==> config.mk <==
export PLATFORM = sky130hd
export DESIGN_NAME = fifo_read_ctrl
export DESIGN_NICKNAME = d
export VERILOG_FILES = /design/src/rtl/fifo_read_ctrl.sv
export SDC_FILE = /design/constraint.sdc
export NUM_CORES = 1
export LEC_CHECK = 0
export BUFFER_PORTS_ARGS = -buffer_cell sky130_fd_sc_hd__buf_2
export CORE_MARGIN = 2
export CORE_UTILIZATION = 46
export DETAILED_ROUTE_END_ITERATION = 7
export HOLD_SLACK_MARGIN = 0.08
export PLACE_DENSITY_LB_ADDON = 0.08
export SYNTH_ARGS = -nofsm -noshare
export SYNTH_HDL_FRONTEND = slang
export SYNTH_SLANG_ARGS = --single-unit
==> constraint.sdc <==
create_clock -name clk -period 4.8 [get_ports clk]
set_input_delay 0.96 -clock clk [delete_from_list [all_inputs] [get_ports clk]]
set_output_delay 0.96 -clock clk [all_outputs]
set_load 0.01 [all_outputs]
==> src/rtl/fifo_read_ctrl.sv <==
// rtl/fifo_read_ctrl.sv - FIFO read-side controller: read pointer, status flags, registered pop data
module fifo_read_ctrl #(
   parameter int DW     = 5,
   parameter int AW     = 3,
   parameter int AE_LVL = 1
) (
   input  logic          clk,
   input  logic          rst,
   input  logic [AW:0]   wr_ptr,
   input  logic          rd_req,
   input  logic [DW-1:0] mem_rdata,
   output logic [AW-1:0] rd_addr,
   output logic [AW:0]   rd_ptr,
   output logic [DW-1:0] dout,
   output logic          dout_valid,
   output logic          empty,
   output logic          almost_empty,
   output logic [AW:0]   count,
   output logic          underflow
);

   localparam logic [AW:0] AE_LVL_W = (AW+1)'(AE_LVL);

   logic [AW:0]   rd_ptr_q, rd_ptr_d;
   logic [DW-1:0] dout_q, dout_d;
   logic          dout_valid_q, dout_valid_d;
   logic          underflow_q, underflow_d;
   logic          rd_accept;

   // Wrap bit makes full (count = 2^AW) distinguishable from empty.
   always_comb begin
      count        = wr_ptr - rd_ptr_q;
      empty        = (wr_ptr == rd_ptr_q);
      almost_empty = (count <= AE_LVL_W);
      rd_accept    = rd_req && !empty;
   end

   always_comb begin
      rd_ptr_d     = rd_ptr_q;
      dout_d       = dout_q;
      dout_valid_d = 1'b0;
      underflow_d  = 1'b0;
      if (rd_accept) begin
         rd_ptr_d     = rd_ptr_q + 1'b1;
         dout_d       = mem_rdata;
         dout_valid_d = 1'b1;
      end else if (rd_req) begin
         underflow_d  = 1'b1;
      end
   end

   always_ff @(posedge clk or posedge rst) begin
      if (rst) begin
         rd_ptr_q     <= '0;
         dout_q       <= '0;
         dout_valid_q <= 1'b0;
         underflow_q  <= 1'b0;
      end else begin
         rd_ptr_q     <= rd_ptr_d;
         dout_q       <= dout_d;
         dout_valid_q <= dout_valid_d;
         underflow_q  <= underflow_d;
      end
   end

   assign rd_ptr     = rd_ptr_q;
   assign rd_addr    = rd_ptr_q[AW-1:0];
   assign dout       = dout_q;
   assign dout_valid = dout_valid_q;
   assign underflow  = underflow_q;

endmodule

=== Yosys cells after proc, flatten, opt, wreduce, memory -nomap -nowiden ===
Cells that the tools add are included.

* Register bits after elaboration: 11
* Word-level logic and storage cells: 13

* Add/sub/neg operators: 2
* $lt $le $gt $ge: 1
* Equality and inequality tests: 1
* Mux-type cells: 3
* Reductions and logical operators: 2

{| class="wikitable"
|+ Operators with widths
! operator !! count
|-
| 4-bit by 1-bit adder with 4-bit output (second input constant) || 1
|-
| 4-bit == test || 1
|-
| 4-bit by 1-bit <= comparator with 1-bit output (second input constant) || 1
|-
| 4-bit subtractor || 1
|-
| 1-bit two-way mux || 3
|-
| 1-bit logical AND || 1
|-
| 1-bit zero test || 1
|}

=== Depth between registers and ports, before layout ===
Gate-level depths: netlist (run 1).

* Depth in word-level cells: 4
* Depth in mapped cells: 5
* Mapped depth without buffers: 5

=== Least setup slack after synthesis (run 1) ===
No wires, ideal clock.

* Path type: input port to output port
* Start point: input port wr_ptr[0]
* End point: output port almost_empty
* Arrival: 2114 ps
* Required time: 3840 ps
* Path slack: 1726 ps
* Stages on the path: 5
* Buffers on the path: 0
* Cell sequence: inv_1 > ha_1 > fa_1 > xnor2_1 > a211oi_1

* Cells in the longest elaborated chain, start to end: 2

{| class="wikitable"
|+ RTL lines
! item !! line !! RTL
|-
| from (decl) || 9 || <nowiki>input logic [AW:0] wr_ptr,</nowiki>
|-
| 4-bit subtractor || 32 || <nowiki>count = wr_ptr - rd_ptr_q;</nowiki>
|-
| net count[2] || 18 || <nowiki>output logic [AW:0] count,</nowiki>
|-
| 4-bit by 1-bit <= comparator with 1-bit output || 34 || <nowiki>almost_empty = (count <= AE_LVL_W);</nowiki>
|-
| to (decl) || 17 || <nowiki>output logic almost_empty,</nowiki>
|}

The timed path passes the listed nets, and every way through them passes these cells.

=== Final worst setup path (run 1) ===
* Start point: input port wr_ptr[0]
* End point: output port almost_empty

* Cells in the longest elaborated chain, start to end: 2

{| class="wikitable"
|+ RTL lines
! item !! line
|-
| 4-bit subtractor || 32
|-
| 4-bit by 1-bit <= comparator with 1-bit output || 34
|}

No other way between the ends.

==> results of run 1 <==
through the flow:
step	setup slack [ns]	util (%)
floorplan	1.73	-
global placement	1.70	61.0
detailed placement	1.66	61.0
CTS	1.66	63.0
global route	1.53	63.0
finish	1.68	63.0
layout by cell type (no fill, tap or decap):
cell      count
o21ai_0       1
buf_2        31
xnor2_1       4
xor2_2        1
and4_1        1
o211ai_1      1
inv_1         8
nand3b_1      1
o21ai_4       1
fa_1          1
dfrtp_1      11
ha_1          4
and2_1        2
clkbuf_4      3
nand3_1       2
nor2_1        1
a21oi_1       1
mux2_4        6
a211oi_1      1
clkbuf_1      1
a21o_2        1
routing by layer:
metal / wire [microns] / vias up / share of wire [%]
li1: - / 228 / -
met1: 491 / 206 / 47
met2: 475 / 21 / 45
met3: 88 / 0 / 8.3
met4: 0 / 0 / 0
met5: 0 / - / 0
power by group through the flow:
| stage | sequential, mW | combinational [mW] | clock, mW |
|---|---|---|---|
| final | 0.156 | 0.280 | 0.0631 |
| after global routing | 0.164 | 0.315 | 0.0694 |
| after CTS | 0.157 | 0.286 | 0.0652 |
| after detailed placement | 0.159 | 0.285 | 0 |
| after global placement | 0.159 | 0.281 | 0 |
| after floorplan | 0.171 | 0.188 | 0 |
flip-flops by register name, indices dropped and copies added (netlist names):
register	flops
underflow	1
rd_ptr	4
dout_valid	1
dout	5
worst max path at each step:
| stage | slack (ns) | cells after the start | start | endpoint |
|---|---|---|---|---|
| 5_1_grt | 1.53 | 7 | wr_ptr[0] | almost_empty |
| 4_1_cts | 1.66 | 7 | wr_ptr[0] | almost_empty |
| 3_3_place_gp | 1.70 | 7 | wr_ptr[0] | almost_empty |
| 2_1_floorplan | 1.73 | 5 | wr_ptr[0] | almost_empty |
| 3_5_place_dp | 1.66 | 7 | wr_ptr[0] | almost_empty |
| 6_report | 1.68 | 7 | wr_ptr[0] | almost_empty |
final cells by class:
| class | count | area share (%) |
|---|---|---|
| clock buffer | 4 | 3.25 |
| timing repair buffer | 31 | 19.2 |
| sequential | 11 | 34.0 |
| tap | 15 | 2.32 |
| multi-input combinational | 29 | 37.6 |
| inverter | 8 | 3.71 |
critical path: stages:
cell      delay, ns
buf_2          0.07
inv_1          0.03
ha_1           0.21
fa_1           0.38
xnor2_1        0.15
a211oi_1       0.20
buf_2          0.16
logic make-up after synthesis:
logic type / count (synthesis) / synth area share (%)
flops: 11 / 43.6
compound gates: 6 / 7.92
xor+xnor: 5 / 8.12
simple gates: 7 / 6.73
buf+inv: 11 / 8.32
fa+ha+maj: 5 / 11.1
mux: 6 / 14.3
==> run metrics, run 1 <==
status complete, no violations; Top FF cell, synth dfrtp_1; crit path DAT 2.16 ns; Switching Fraction 41.0%; placed cells 94; Tcrit/Tclk final 65.0%; count leader, synth dfrtp_1; largest net degree at the start of global routing 12; worst reg2reg path startpoint rd_ptr[2]$_DFFE_PP0P_; H-tree levels 1; Site Rows 13; CP required 3.84 ns; Crit. End Element primary output; area share of the largest cell type after synthesis 43.6%; first-pass GRT wire length 1.58 mm; crit-path max FO 2; Sequential Power Share 31.3%; Worst R2R Path Depth 5; Clk pin slew, worst setup/hold paths 0.07 ns; top post-synthesis cells by count dfrtp_1 (11), inv_1 (8), mux2_4 (6); cts hold-fix bufs 0; vias 455; Setup Viol. Count Final 0; Starting Density 49.2%; Final nets 101; Comb pwr share 56.0%; maximum clock path buffer count 2; Slew @ Worst Pin 0.415 ns; Clock Sink Count 11; Async SR Flop Fraction 100%; worst clock skew 0.00576 ns; Post-CTS Setup Inserts 0; LEAKAGE 0.445 nW; Setup TNS 0 ns; CTS tree done; initial drt markers 4; grt met2 use 21.5%; Netlist Area Pre-Place 632 sq um; Pint 294 uW; GPL Wtd Cong 0.618; Vias/cell 4.64; minimum clock period 3.12 ns; post-route insts no fill 98; crit start category primary input; met1 Resource Use GR 19.1%; die footprint 1690 sq um; Routed wire per std cell 10.8 microns; Synth cell types 19; layout cells sized above 1 51.8%; grt total ovfl 0; hold wc startpoint dout[0]$_DFFE_PP0P_; post-route ant nets 0; CTS Buf Count 3; Seq/Total Area, Yosys 43.6%; WS Path Type primary input to primary output; worst min path class register to register; total power 499 uW; number of synthesized flops with an enable pin 0; VDD IR max 323 uV; met3 Resource Use GR 6.52%; Area Growth Syn to Fin 28.1%; Residual DRC 0; area leader, netlist dfrtp_1; FF-to-FF End dout[0]$_DFFE_PP0P_; Final Hold Fails 0; unrepaired setup endpoints after global routing no; PD cells 616 nW/um^2; Mapped Cells 51; IO buf count 31; net switching power 205 uW; Worst slew margin 72.3%; Top Usage Layer GRT met2; Die W 41.1 microns; Clock power frac 12.7%; Hold WS 0.511 ns; Skew-Pair Late Insertion Delay 0.27 ns; Multi-input gate area 304 sq um; antenna violations before repair 0; Syn Area/Cell 12.4 sq um; hold endpoint dout[0]$_DFFE_PP0P_; Fillers 124; flops & latches, synth 11; Die Ht 41.1 microns; 1st-pass router iterations 4; synthesized net count 68; Area after DPL 783 sq um; number of synthesis warnings 0; PostCTS Resize Cnt 0; Slew Viols, Final 0; ranking of synthesized cells by area dfrtp_1 (44%), mux2_4 (14%), ha_1 (7.9%), xnor2_1 (5.5%), inv_1 (4.8%); vias in the first global route 380; GRT Util Overall 14.4%; number of I/O pins 32; Floorplan Core Area 1280 sq um; register-to-register setup slack 2.97 ns; Design Area, Final 810 sq um; Sequential Area 275 sq um; Clk Tree Root Cell clkbuf_4; n_diodes 0; number of max-cap violations 0; fmax 0.320 GHz; WHS Path Cells 1; Routed WL 1.06 mm
(Power assumes the default switching activity.)
==> run 2: changes to the inputs <==
ABC_AREA = 1   (was not set)
CORE_UTILIZATION = 44   (was 46)
clock period = 3 ns   (was 4.8 ns; I/O delays follow)
==> run metrics, run 2 <==
Final Util 56.5% (-6.5 points); Clock power frac 13.4% (+0.7 points); Site Rows 14 (+1); max FFs per register 5 (unchanged); GPL Wtd Cong 0.731 (+18%); Post-CTS Setup Inserts 0 (unchanged); Mapped Cells 85 (+67%); Crit. End Element primary output; Netlist Area Pre-Place 668 sq um (+5.7%); Die W 43.0 microns (+4.6%); area share of the largest cell type after synthesis 41.2% (-2.4 points); Setup Viol. Count Final 0 (unchanged); Starting Density 45.4% (-3.8 points); crit start category register; WP buf/inv 1 (-2); LEAKAGE 0.533 nW (+20%); Clk Tree Root Cell clkbuf_4; Worst path slowest cell dfrtp_1; number of synthesis warnings 0 (unchanged); Async SR Flop Fraction 100% (unchanged); crit path DAT 1.83 ns (-0.33 ns); area leader, netlist dfrtp_1; Setup TNS 0 ns (unchanged); Clock Sink Count 11 (unchanged); placed cells 127 (+35%); Worst R2R Path Depth 8 (+3); CTS Buf Count 3 (unchanged); Slew Viols, Final 0 (unchanged); first-pass GRT wire length 2.04 mm (+29%); Switching Fraction 44.0% (+3.0 points); Worst slew margin 73.3% (+1.0 points); PostCTS Resize Cnt 0 (unchanged); Sequential Power Share 33.6% (+2.3 points); antenna violations before repair 0 (unchanged); CP required 2.40 ns (-1.44 ns); vias 601 (+32%); cts hold-fix bufs 0 (unchanged); Area Growth Syn to Fin 24.3%; flops & latches, synth 11 (unchanged); Vias/cell 4.59 (-1.2%); crit-path max FO 8 (+6); maximum clock path buffer count 2 (unchanged); Slew @ Worst Pin 0.400 ns (-0.0151 ns); n_diodes 0 (unchanged); IO buf count 31 (unchanged); commonest non-fill, non-tap cells in the layout buf_2 (31), nand2_1 (26), inv_1 (14), nand3_1 (11), dfrtp_1 (11); largest net degree at the start of global routing 13 (+1); minimum clock period 2.43 ns; Final Hold Fails 0 (unchanged); Residual DRC 0 (unchanged); GRT Util Overall 14.8% (+0.40 points); vias in the first global route 513 (+35%); top post-synthesis cells by count nand2_1 (26), inv_1 (14), dfrtp_1 (11), nand3_1 (11); CP top delay family adder cells; CTS tree done; Comb pwr share 53.0% (-3.0 points); WP depth 6 (-1); Skew-Pair Late Insertion Delay 0.26 ns (about the same); synthesized net count 102 (+50%); Tcrit/Tclk final 80.9%; total power 726 uW (+45%); layout cells sized above 1 34.8% (-17 points); Area after DPL 805 sq um (+2.7%); post-route ant nets 0 (unchanged); Routed wire per std cell 9.44 microns (-12%); most common cell after layout, fill and taps aside buf_2; H-tree levels 1 (unchanged); PD cells 874 nW/um^2 (+42%); Seq/Total Area, Yosys 41.2% (-2.4 points); number of I/O pins 32 (unchanged); fmax 0.412 GHz; unrepaired setup endpoints after global routing no; die footprint 1850 sq um (+9.5%); grt total ovfl 0 (unchanged); worst clock skew 0.00143 ns (-0.00432 ns); ranking of synthesized cells by area dfrtp_1 (41%), nand2_1 (15%), nand3_1 (8.2%), inv_1 (7.9%), ha_1 (7.5%); status complete, no violations; Clk pin slew, worst setup/hold paths 0.06 ns (about the same); Routed WL 1.24 mm (+17%); crit-path cells ha_1, fa_1, xor2_1, nand2_1, nor2_1, buf_2; worst min path class primary input to async pin; 1st-pass router iterations 6 (+2); number of max-cap violations 0 (unchanged); Final nets 133 (+32%); post-route insts no fill 131 (+34%); count leader, synth nand2_1; Die Ht 43.0 microns (+4.6%); Pint 406 uW (+38%); VDD IR max 389 uV (+21%); Top FF cell, synth dfrtp_1; net switching power 320 uW (+56%); number of synthesized flops with an enable pin 0 (unchanged); initial drt markers 8 (+4); Final HPWL DP 917 microns; WS Path Type register to primary output; Floorplan Core Area 1470 sq um (+15%); Synth cell types 17 (-2); Syn Area/Cell 7.86 sq um (-37%); Largest stage delay, worst path 0.46 ns (+0.08 ns); Design Area, Final 831 sq um (+2.6%)
==> run 2: cell count changes after synthesis, moves of 2 or more <==
| cell | previous run | this run |
|---|---|---|
| nand2_1 | 0 | 26 |
| nand3_1 | 2 | 11 |
| inv_1 | 8 | 14 |
| mux2_4 | 6 | 0 |
| nand2_2 | 0 | 4 |
| xnor2_1 | 4 | 0 |
| and2_1 | 2 | 0 |
| xor2_1 | 0 | 2 |
==> run 2: through the flow <==
| step | hold slack (ns) | setup slack (ns) |
|---|---|---|
| finish | 0.307 | 0.574 |
| floorplan | 0.452 | 0.798 |
| detailed placement | 0.454 | 0.626 |
| global route | 0.341 | 0.402 |
| CTS | 0.315 | 0.558 |
| global placement | 0.450 | 0.653 |
==> run 2: worst paths after layout <==
check | from | endpoint | slack (ns)
setup / recovery | rd_ptr[0]$_DFFE_PP0P_ | almost_empty | 0.57
setup reg to reg | rd_ptr[2]$_DFFE_PP0P_ | rd_ptr[2]$_DFFE_PP0P_ | 1.35
min in group clk | dout[4]$_DFFE_PP0P_ | dout[4]$_DFFE_PP0P_ | 0.47
hold reg to reg | dout[4]$_DFFE_PP0P_ | dout[4]$_DFFE_PP0P_ | 0.47
hold / removal | rst | rd_ptr[1]$_DFFE_PP0P_ | 0.31
max in group asynchronous | rst | dout_valid$_DFF_PP0_ | 2.41
==> run 2: power groups by stage <==
stage	Combinational (mW)	Sequential, mW	Clock (mW)
6_report	0.385	0.244	0.0973
3_3_place_gp	0.383	0.245	0
3_5_place_dp	0.389	0.248	0
2_1_floorplan	0.262	0.258	0
5_1_grt	0.440	0.252	0.110
4_1_cts	0.391	0.245	0.101
==> run 2: kinds of logic after synthesis <==
kind of cell | synth area share [%]
compound gates | 0.748
xor+xnor | 2.62
fa+ha+maj | 10.5
simple gates | 30.7
buf+inv | 14.2
flops | 41.2
==> run 2: layout make-up <==
class | instances | area [sq um]
sequential | 11 | 275
tap | 16 | 20.0
multi-input combinational | 54 | 298
inverter | 15 | 56.3
fill | 157 | 641
timing repair buffer | 31 | 155
clock buffer | 4 | 26.3
==> run 2: metal layers <==
| metal | part of all wire (%) | vias to the layer above | global-route usage, % |
|---|---|---|---|
| met3 | 9.5 | 0 | 7.66 |
| met5 | 0 | - | 0 |
| met2 | 47 | 27 | 22.7 |
| met4 | 0 | 0 | 3.03 |
| li1 | - | 318 | - |
| met1 | 44 | 256 | 18.6 |
==> run 3: changes to the inputs <==
ABC_AREA = 0   (was 1)
CORE_UTILIZATION = 43   (was 44)
clock period = 2.35 ns   (was 3 ns; I/O delays follow)
==> run metrics, run 3 (synthesis results as in run 1) <==
status complete, no violations; layout cells sized above 1 60.5% (+26 points); GPL Wtd Cong 0.739 (+1.1%); antenna violations before repair 0 (unchanged); total power 1.10 mW (+51%); Routed wire per std cell 12.2 microns (+29%); most common cell after layout, fill and taps aside buf_2; GRT Util Overall 15.0% (+0.19 points); 1st-pass router iterations 4 (-2); largest net degree at the start of global routing 12 (-1); LEAKAGE 0.455 nW (-15%); IO buf count 31 (unchanged); crit path DAT 1.75 ns (-0.08 ns); CTS tree done; placed cells 94 (-26%); Fillers 127 (-19%); crit start category register; H-tree levels 1 (unchanged); worst clock skew 0.00511 ns (+0.00367 ns); vias in the first global route 464 (-9.6%); first-pass GRT wire length 1.99 mm (-2.7%); Setup Viol. Count Final 0 (unchanged); Sequential Area 278 sq um (+0.91%); Area Growth Syn to Fin 35.4%; PD cells 1280 nW/um^2 (+47%); crit-path max FO 4 (-4); Crit. End Element primary output; Clock Sink Count 11 (unchanged); Floorplan Core Area 1330 sq um (-9.4%); Residual DRC 0 (unchanged); Routed WL 1.23 mm (-0.40%); number of max-cap violations 0 (unchanged); Slew @ Worst Pin 0.401 ns (+0.000856 ns); Top Usage Layer GRT met2; commonest non-fill, non-tap cells in the layout buf_2 (31), dfrtp_1 (9), inv_1 (8), mux2_4 (6), xnor2_1 (4); initial drt markers 9 (+1); CTS Buf Count 3 (unchanged); post-route insts no fill 101 (-23%); Worst R2R Path Depth 5 (-3); max FFs per register 5 (unchanged); Tcrit/Tclk final 94.5%; Vias/cell 4.66 (+1.6%); Slew Viols, Final 0 (unchanged); Die W 42.3 microns (-1.5%); met3 Resource Use GR 5.60% (-2.1 points); Multi-input gate area 325 sq um (+9.2%); worst min path class primary input to async pin; Site Rows 13 (-1); Starting Density 47.4% (+2.0 points); Die Ht 42.3 microns (-1.5%); CP required 1.88 ns (-0.52 ns); VDD IR max 820 uV (+110%); Worst slew margin 73.2% (about the same); number of I/O pins 32 (unchanged); Setup TNS 0 ns (unchanged); Final Hold Fails 0 (unchanged); grt total ovfl 0 (unchanged); maximum clock path buffer count 2 (unchanged); minimum clock period 2.22 ns; FF-to-FF End dout[3]$_DFFE_PP0P_; register-to-register setup slack 0.56 ns (-0.79 ns); grt met2 use 23.4% (+0.66 points); Clk pin slew, worst setup/hold paths 0.06 ns (about the same); Clk Tree Root Cell clkbuf_4; cts hold-fix bufs 0 (unchanged); unrepaired setup endpoints after global routing no; fmax 0.450 GHz; Final nets 104 (-22%); vias 471 (-22%); Skew-Pair Late Insertion Delay 0.26 ns (about the same); met1 Resource Use GR 19.6% (+0.96 points); post-route ant nets 0 (unchanged); WS Path Type register to primary output; n_diodes 0 (unchanged); worst reg2reg path startpoint rd_ptr[2]$_DFFE_PP0P_; die footprint 1790 sq um (-2.9%)
[run 3: cell types whose count changed in the layout (fill, tap and decap cells not counted), sizes merged, moves of 3 or more]
cell and delta:
nand2 -30, inv -7, buf +3, mux2 +6, xnor2 +4, nand3 -9
[run 3: worst max-delay path by stage]
| stage | from | to | cells after the start |
|---|---|---|---|
| final | rd_ptr[0]$_DFFE_PP0P_ | almost_empty | 5 |
| after global routing | rd_ptr[2]$_DFFE_PP0P_ | almost_empty | 6 |
| after CTS | rd_ptr[0]$_DFFE_PP0P_ | almost_empty | 5 |
| after detailed placement | wr_ptr[0] | almost_empty | 7 |
| after global placement | wr_ptr[0] | almost_empty | 7 |
| after floorplan | wr_ptr[0] | almost_empty | 5 |
[run 3: timing repair]
item	4_1_cts	5_1_grt
setup endpoints to repair	0	1
setup buffers	0	3
resized for setup	0	6
endpoints found under the hold margin	0	0
[run 3: cell type report]
| type | instances | share of cell area, % |
|---|---|---|
| inverters | 8 | 3.51 |
| well taps | 15 | 2.19 |
| clock buffers | 4 | 3.07 |
| multi-input cells | 29 | 38.0 |
| repair buffers | 34 | 20.8 |
| flip-flops and latches | 11 | 32.5 |
[run 3: per-layer routing]
| metal | routed length, microns | share of wire (%) |
|---|---|---|
| met5 | 0 | 0 |
| met3 | 92 | 7.5 |
| met1 | 496 | 40 |
| met2 | 641 | 52 |
| met4 | 0 | 0 |
[run 3: critical path, cell delays in order, from the launching register on]
cell and delay (ns):
dfrtp_2 0.42, ha_2 0.19, fa_2 0.52, inv_1 0.05
a211oi_1 0.16, buf_2 0.16
[run 3: power breakdown]
part | switching (mW) | total, mW | internal [mW] | leakage [nW]
clock network | 0.0554 | 0.121 | 0.0655 | 0.0150
registers | 0.0589 | 0.315 | 0.256 | 0.129
logic | 0.327 | 0.663 | 0.337 | 0.311
[run 3: through the flow]
stage	cell area, sq um	setup WS [ns]	utilization, %	hold WS [ns]
6_report	856	0.130	64.2	0.180
3_3_place_gp	783	0.240	58.7	0.480
5_1_grt	856	0.0174	64.2	0.203
4_1_cts	810	0.0100	60.7	0.193
2_1_floorplan	632	0.256	-	0.322
3_5_place_dp	783	0.180	58.7	0.480
